`config.mk`:
```
export PLATFORM = sky130hd
export DESIGN_NAME = servo_scan_ctrl
export DESIGN_NICKNAME = d
export VERILOG_FILES = /design/src/rtl/servo_pkg.sv /design/src/rtl/scan_timer.sv /design/src/rtl/servo_scan_ctrl.sv
export SDC_FILE = /design/constraint.sdc
export NUM_CORES = 1
export LEC_CHECK = 0
export ABC_AREA = 1
export ABC_CLOCK_PERIOD_IN_PS = 3450
export BUFFER_PORTS_ARGS = -buffer_cell sky130_fd_sc_hd__buf_4
export CAP_MARGIN = 0
export CORE_ASPECT_RATIO = 1.1
export CORE_UTILIZATION = 45
export DETAILED_ROUTE_END_ITERATION = 8
export GPL_ROUTABILITY_DRIVEN = 0
export PLACE_DENSITY = 0.75
export SETUP_SLACK_MARGIN = 0.05
export SLEW_MARGIN = 20
export SYNTH_ARGS = -nofsm -noshare
export SYNTH_HDL_FRONTEND = slang
export SYNTH_SLANG_ARGS = --single-unit
```
`constraint.sdc`:
```
create_clock -name clk -period 3.45 [get_ports clk]
set_clock_uncertainty 0.05 [all_clocks]
set_input_delay 0.345 -clock clk [delete_from_list [all_inputs] [get_ports clk]]
set_output_delay 0.345 -clock clk [all_outputs]
set_load 0.1 [all_outputs]
```
`src/rtl/servo_pkg.sv`:
```
// Shared types and constants for the IR servo scan sequencer and its PWM generator.
`timescale 1ns/1ps
package servo_pkg;

    localparam int unsigned ANGLE_W      = 16;
    localparam int unsigned FRAME_CYCLES = 2_000_000;
    localparam int unsigned IR_W_DEF     = 12;

    typedef enum logic [2:0] {
        ST_IDLE,
        ST_MOVE,
        ST_SETTLE,
        ST_SAMPLE,
        ST_NEXT,
        ST_PARK,
        ST_DONE
    } state_e;

endpackage

```
`src/rtl/scan_timer.sv`:
```
// Loadable down-counter with a registered expire flag; serves settle waits and IR timeouts.
`timescale 1ns/1ps
module scan_timer #(
    parameter int unsigned W = 8
) (
    input  logic         clk,
    input  logic         rst_n,
    input  logic         load,
    input  logic [W-1:0] load_val,
    output logic         expired
);

    logic [W-1:0] count_d, count_q;
    logic         expired_q;

    always_comb begin
        count_d = count_q;
        if (load) begin
            count_d = load_val;
        end else if (count_q != '0) begin
            count_d = count_q - W'(1);
        end
    end

    always_ff @(posedge clk or negedge rst_n) begin
        if (!rst_n) begin
            count_q   <= '0;
            expired_q <= 1'b1;
        end else begin
            count_q   <= count_d;
            expired_q <= (count_d == '0);
        end
    end

    assign expired = expired_q;

endmodule

```
`src/rtl/servo_scan_ctrl.sv`:
```
// Sweeps the servo, samples IR at each step and parks at the strongest reading.
// Define SERVO_SCAN_AVG_EN to average four IR samples per step.
`timescale 1ns/1ps
module servo_scan_ctrl
    import servo_pkg::*;
#(
    parameter logic [ANGLE_W-1:0] MIN_ANGLE     = 16'd0,
    parameter logic [ANGLE_W-1:0] MAX_ANGLE     = 16'd180,
    parameter logic [ANGLE_W-1:0] STEP          = 16'd10,
    parameter int unsigned        SETTLE_CYCLES = FRAME_CYCLES,
    parameter int unsigned        IR_TIMEOUT    = 1024,
    parameter int unsigned        IR_W          = IR_W_DEF
) (
    input  logic               clk,
    input  logic               rst_n,
    input  logic               start,
    input  logic               abort,
    output logic               ir_req,
    input  logic               ir_valid,
    input  logic [IR_W-1:0]    ir_level,
    output logic [ANGLE_W-1:0] angle,
    output logic               busy,
    output logic               done,
    output logic [ANGLE_W-1:0] best_angle,
    output logic [IR_W-1:0]    best_level,
    output logic               ir_err
);

    localparam int unsigned TMR_MAX  = (SETTLE_CYCLES > IR_TIMEOUT) ? SETTLE_CYCLES : IR_TIMEOUT;
    localparam int unsigned CNT_W    = $clog2(TMR_MAX + 1);
    localparam int unsigned ANGLE_XW = ANGLE_W + 1;
    localparam logic [CNT_W-1:0] SETTLE_LD  = CNT_W'(SETTLE_CYCLES - 1);
    localparam logic [CNT_W-1:0] TIMEOUT_LD = CNT_W'(IR_TIMEOUT - 1);

    state_e               state_d, state_q;
    logic [ANGLE_W-1:0]   angle_d, angle_q;
    logic [ANGLE_W-1:0]   step_d, step_q;
    logic [ANGLE_W-1:0]   run_angle_d, run_angle_q;
    logic [IR_W-1:0]      run_level_d, run_level_q;
    logic [IR_W-1:0]      sample_d, sample_q;
    logic [ANGLE_W-1:0]   best_angle_d, best_angle_q;
    logic [IR_W-1:0]      best_level_d, best_level_q;
    logic                 ir_req_d, ir_req_q;
    logic                 busy_d, busy_q;
    logic                 done_d, done_q;
    logic                 ir_err_d, ir_err_q;
    logic                 tmr_load_c;
    logic [CNT_W-1:0]     tmr_val_c;
    logic                 tmr_expired;
`ifdef SERVO_SCAN_AVG_EN
    localparam int unsigned SUM_W = IR_W + 2;
    logic [SUM_W-1:0]     sum_d, sum_q;
    logic [1:0]           cnt_d, cnt_q;
`endif

    scan_timer #(.W(CNT_W)) u_timer (
        .clk      (clk),
        .rst_n    (rst_n),
        .load     (tmr_load_c),
        .load_val (tmr_val_c),
        .expired  (tmr_expired)
    );

    // Next-state and registered-output logic; abort overrides every transition.
    always_comb begin
        state_d      = state_q;
        angle_d      = angle_q;
        step_d       = step_q;
        run_angle_d  = run_angle_q;
        run_level_d  = run_level_q;
        sample_d     = sample_q;
        best_angle_d = best_angle_q;
        best_level_d = best_level_q;
        ir_req_d     = 1'b0;
        ir_err_d     = ir_err_q;
        tmr_load_c   = 1'b0;
        tmr_val_c    = '0;
`ifdef SERVO_SCAN_AVG_EN
        sum_d        = sum_q;
        cnt_d        = cnt_q;
`endif
        unique case (state_q)
            ST_IDLE: begin
                if (start) begin
                    ir_err_d    = 1'b0;
                    run_level_d = '0;
                    run_angle_d = MIN_ANGLE;
                    step_d      = MIN_ANGLE;
                    state_d     = ST_MOVE;
                end
            end
            ST_MOVE: begin
                angle_d    = step_q;
                tmr_load_c = 1'b1;
                tmr_val_c  = SETTLE_LD;
                state_d    = ST_SETTLE;
            end
            ST_SETTLE: begin
                if (tmr_expired) begin
                    ir_req_d   = 1'b1;
                    tmr_load_c = 1'b1;
                    tmr_val_c  = TIMEOUT_LD;
`ifdef SERVO_SCAN_AVG_EN
                    sum_d      = '0;
                    cnt_d      = '0;
`endif
                    state_d    = ST_SAMPLE;
                end
            end
            ST_SAMPLE: begin
                ir_req_d = 1'b1;
                if (ir_valid || tmr_expired) begin
                    if (!ir_valid) begin
                        ir_err_d = 1'b1;
                    end
`ifdef SERVO_SCAN_AVG_EN
                    sum_d      = sum_q + SUM_W'(ir_valid ? ir_level : '0);
                    cnt_d      = cnt_q + 2'd1;
                    tmr_load_c = 1'b1;
                    tmr_val_c  = TIMEOUT_LD;
                    if (cnt_q == 2'd3) begin
                        sample_d = IR_W'(sum_d >> 2);
                        ir_req_d = 1'b0;
                        state_d  = ST_NEXT;
                    end
`else
                    sample_d = ir_valid ? ir_level : '0;
                    ir_req_d = 1'b0;
                    state_d  = ST_NEXT;
`endif
                end
            end
            ST_NEXT: begin
                // Strict compare keeps the lowest angle on ties.
                if (sample_q > run_level_q) begin
                    run_level_d = sample_q;
                    run_angle_d = step_q;
                end
                if ((ANGLE_XW'(step_q) + ANGLE_XW'(STEP)) > ANGLE_XW'(MAX_ANGLE)) begin
                    angle_d    = run_angle_d;
                    tmr_load_c = 1'b1;
                    tmr_val_c  = SETTLE_LD;
                    state_d    = ST_PARK;
                end else begin
                    step_d  = step_q + STEP;
                    state_d = ST_MOVE;
                end
            end
            ST_PARK: begin
                if (tmr_expired) begin
                    best_angle_d = run_angle_q;
                    best_level_d = run_level_q;
                    state_d      = ST_DONE;
                end
            end
            ST_DONE: begin
                state_d = ST_IDLE;
            end
            default: begin
                state_d = ST_IDLE;
            end
        endcase

        if (abort) begin
            state_d      = ST_IDLE;
            ir_req_d     = 1'b0;
            angle_d      = angle_q;
            best_angle_d = best_angle_q;
            best_level_d = best_level_q;
            ir_err_d     = ir_err_q;
        end

        busy_d = (state_d != ST_IDLE) && (state_d != ST_DONE);
        done_d = (state_d == ST_DONE);
    end

    always_ff @(posedge clk or negedge rst_n) begin
        if (!rst_n) begin
            state_q      <= ST_IDLE;
            angle_q      <= MIN_ANGLE;
            step_q       <= MIN_ANGLE;
            run_angle_q  <= MIN_ANGLE;
            run_level_q  <= '0;
            sample_q     <= '0;
            best_angle_q <= MIN_ANGLE;
            best_level_q <= '0;
            ir_req_q     <= 1'b0;
            busy_q       <= 1'b0;
            done_q       <= 1'b0;
            ir_err_q     <= 1'b0;
`ifdef SERVO_SCAN_AVG_EN
            sum_q        <= '0;
            cnt_q        <= '0;
`endif
        end else begin
            state_q      <= state_d;
            angle_q      <= angle_d;
            step_q       <= step_d;
            run_angle_q  <= run_angle_d;
            run_level_q  <= run_level_d;
            sample_q     <= sample_d;
            best_angle_q <= best_angle_d;
            best_level_q <= best_level_d;
            ir_req_q     <= ir_req_d;
            busy_q       <= busy_d;
            done_q       <= done_d;
            ir_err_q     <= ir_err_d;
`ifdef SERVO_SCAN_AVG_EN
            sum_q        <= sum_d;
            cnt_q        <= cnt_d;
`endif
        end
    end

    assign ir_req     = ir_req_q;
    assign angle      = angle_q;
    assign busy       = busy_q;
    assign done       = done_q;
    assign best_angle = best_angle_q;
    assign best_level = best_level_q;
    assign ir_err     = ir_err_q;

endmodule

```
==> results_dict.tcl <==
set metrics [dict create \
    cp.required_ns 3.72 \
    syn-cell-area_mm2 0.00633 \
    finalSetupViolCount 0 \
    via_count 5457 \
    regToRegStartpoint "step_q[1]" \
    path_clk_slew_ns 0.05 \
    swShare_pct 37.8 \
    grt_pass1_vias 5262 \
    p_int_w 0.00300 \
    dp.cells 1001 \
    dieArea_mm2 0.0146 \
    fin_crit_sh_pct 77.2 \
    yosysSeqAreaShare_pct 50.6 \
    die-width_um 115 \
    rrSetupSlack_ns 0.79 \
    dp_hpwl_mm 10.4 \
    violations "hold timing" \
    synth_seq_cells 128 \
    pwr_density_cell_mw_per_mm2 645 \
    rows 45 \
    max_freq_mhz 375 \
    core-area_mm2 0.0138 \
    drive_gt1_share_pct 15.5 \
    yosys.cell_types.count 41 \
    globalRouteTotalUtil_pct 22.3 \
    p_leak_nw 3.54 \
    layout_common_cells "145 x nand2_1, 127 x dfrtp_1, 95 x nor2_1" \
    critPathArrivalTime_ns 2.93 \
    grt_max_degree 69 \
    root_buffer "clkbuf_16" \
    cts_tree "built" \
    cts_resized 0 \
    final_core_util_pct 54.3 \
    syn_inst 768 \
    clk_latency_ns 0.42 \
    yosys_warnings 0 \
    grt_pass1_wl_mm 25.2 \
    io_buffers 64 \
    hp-class "input pin to asynchronous set/reset pin" \
    drt_iter0_drc 403 \
    fin_nets 864 \
    critPathLaunchType "flop" \
    drc_errors 0 \
    cts_hold_buf 0 \
    reg2reg_to "angle[6]" \
    io_pins 65 \
    grt_overflow_total 0 \
    antenna_found_initial 0 \
    wl_mm 15.1 \
    tns_ns 0 \
    min_period_ns 2.66 \
    routedWlPerCell_um 14.7 \
    max-vdd-ir-drop_mv 0.639 \
    combPwrFrac_pct 29.2 \
    hold_viol 19 \
    outcome "complete, but fails checks" \
    cp-end-kind "flop" \
    n_fill_cell 1246 \
    p_seq_share_pct 37.4 \
    cp_max_fo 30 \
    area_growth_pct 18.2 \
    diodes 0 \
    dr.pass1.iters 5 \
    drv_cap 0 \
    timing.hold.ws_ns -0.0138 \
    rsz0062_at_grt "false" \
    syn-num-nets 800 \
    ant_nets 0 \
    cts_buffer_depth 2 \
    avgSynthCellArea_um2 8.25 \
    max-slew-margin-rel_pct 39.5 \
    path_class "flop to flop" \
    slew_violations 0 \
    start_util_pct 45.9 \
    cts_sinks 128 \
    clock_power_share_pct 33.4 \
    htreeDepth 4 \
    routed_via_density 5.30 \
    die_h_um 126 \
    p_switching_w 0.00183 \
    worst-slew-pin-transition_ns 0.907 \
    r2r_cells 14 \
    stdcell_count 1029 \
    cts_setup_buffers 0 \
    numCtsBuffers 17 \
    layout_commonest_cell "nand2_1" \
]
## power groups by stage
stage,combinational (W),sequential (W),clock (W)
global route,0.00153,0.00183,0.00169
floorplan,0.000490,0.00239,0
finish,0.00141,0.00181,0.00161
CTS,0.00141,0.00181,0.00163
detailed placement,0.00140,0.00183,0
global placement,0.00139,0.00182,0
## layout make-up
type	instances	area, µm²	area share (%)
Sequential cell	128	3200	42.8
Multi-Input combinational cell	513	2610	34.9
Timing Repair Buffer	73	548	7.32
Clock buffer	21	450	6.02
Inverter	99	372	4.96
Tap cell	188	235	3.14
Clock inverter	7	66.3	0.886
## through the flow
step	hold WS [ns]	area, µm²	total power, W	worst slack (ns)
after detailed placement	0.424	6970	0.00323	0.848
final	-0.0138	7490	0.00483	0.786
after global routing	0.0591	7490	0.00505	0.483
after CTS	0.0228	7490	0.00485	0.831
after global placement	0.419	6970	0.00321	0.963
after floorplan	-0.000591	6330	0.00288	1.39
## cell usage after synthesis, drive strengths merged
library cell	number	area share (%)
nand2	150	9.3
dfrtp	127	50
nor2	101	6.3
inv	98	5.8
o21ai	94	7.4
nand3	47	4.2
a21oi	31	2.5
a31oi	17	2.0
clkbuf	17	1.0
nand4	16	1.8
ha	15	3.0
o22ai	12	1.2
buf	11	1.3
nor3	7	0.63
xor2	7	0.97
nor4	3	0.30
a22oi	2	0.24
nand3b	2	0.24
o211ai	2	0.32
or2	2	0.20
a221o	1	0.16
clkinv	1	0.059
dfstp	1	0.42
o2111ai	1	0.14
o21bai	1	0.12
o41ai	1	0.14
xnor2	1	0.14
## flip-flops by register name (all words and copies together) (netlist names)
register,flops
u_timer.count_q,21
angle,16
best_angle,16
run_angle_q,16
step_q,15
best_level,12
run_level_q,12
sample_q,12
state_q,3
busy,1
done,1
ir_err,1
ir_req,1
u_timer.expired,1
## cells by family (layout without fill, tap and decap cells)
logic type / count (synthesis) / in the layout / share of synthesized area, %
and+or+nand+nor: 328 / 328 / 23.0
xor gates and xnor gates: 8 / 8 / 1.11
AOI/OAI and AO/OA: 162 / 162 / 14.2
adders and majority gates: 15 / 15 / 2.96
buffers and inverters: 127 / 200 / 8.16
DFF: 128 / 128 / 50.6
## worst max-delay path by stage
stage,start,to,slack [ns],cells after the start
after floorplan,step_q[1],angle[10],1.39,16
after global placement,step_q[1],step_q[6],0.96,15
after detailed placement,run_level_q[11],run_angle_q[14],0.85,12
after CTS,run_level_q[11],run_angle_q[14],0.83,12
after global routing,step_q[1],step_q[5],0.48,15
final,step_q[1],angle[6],0.79,14
## per-layer routing
metal	GRT usage [%]	vias to the layer above	part of all wire, %
met5	0	-	0
met4	8.02	0	1.4
met3	4.35	27	4.1
met2	37.5	166	50
met1	28.7	2602	44
li1	-	2662	-
## worst max-delay path, stage by stage (launching register included)
cell and delay (ns):
dfrtp_1 0.42, ha_1 0.24, inv_1 0.10, nand2_2 0.11
nand3_2 0.13, nand3_1 0.09, o21ai_0 0.14, nand2_1 0.08
nand2_1 0.06, nor2_1 0.05, nand3_1 0.16, o211ai_2 0.15
inv_2 0.42, nor2_1 0.13, a31oi_1 0.22
(Power assumes the default switching activity.)
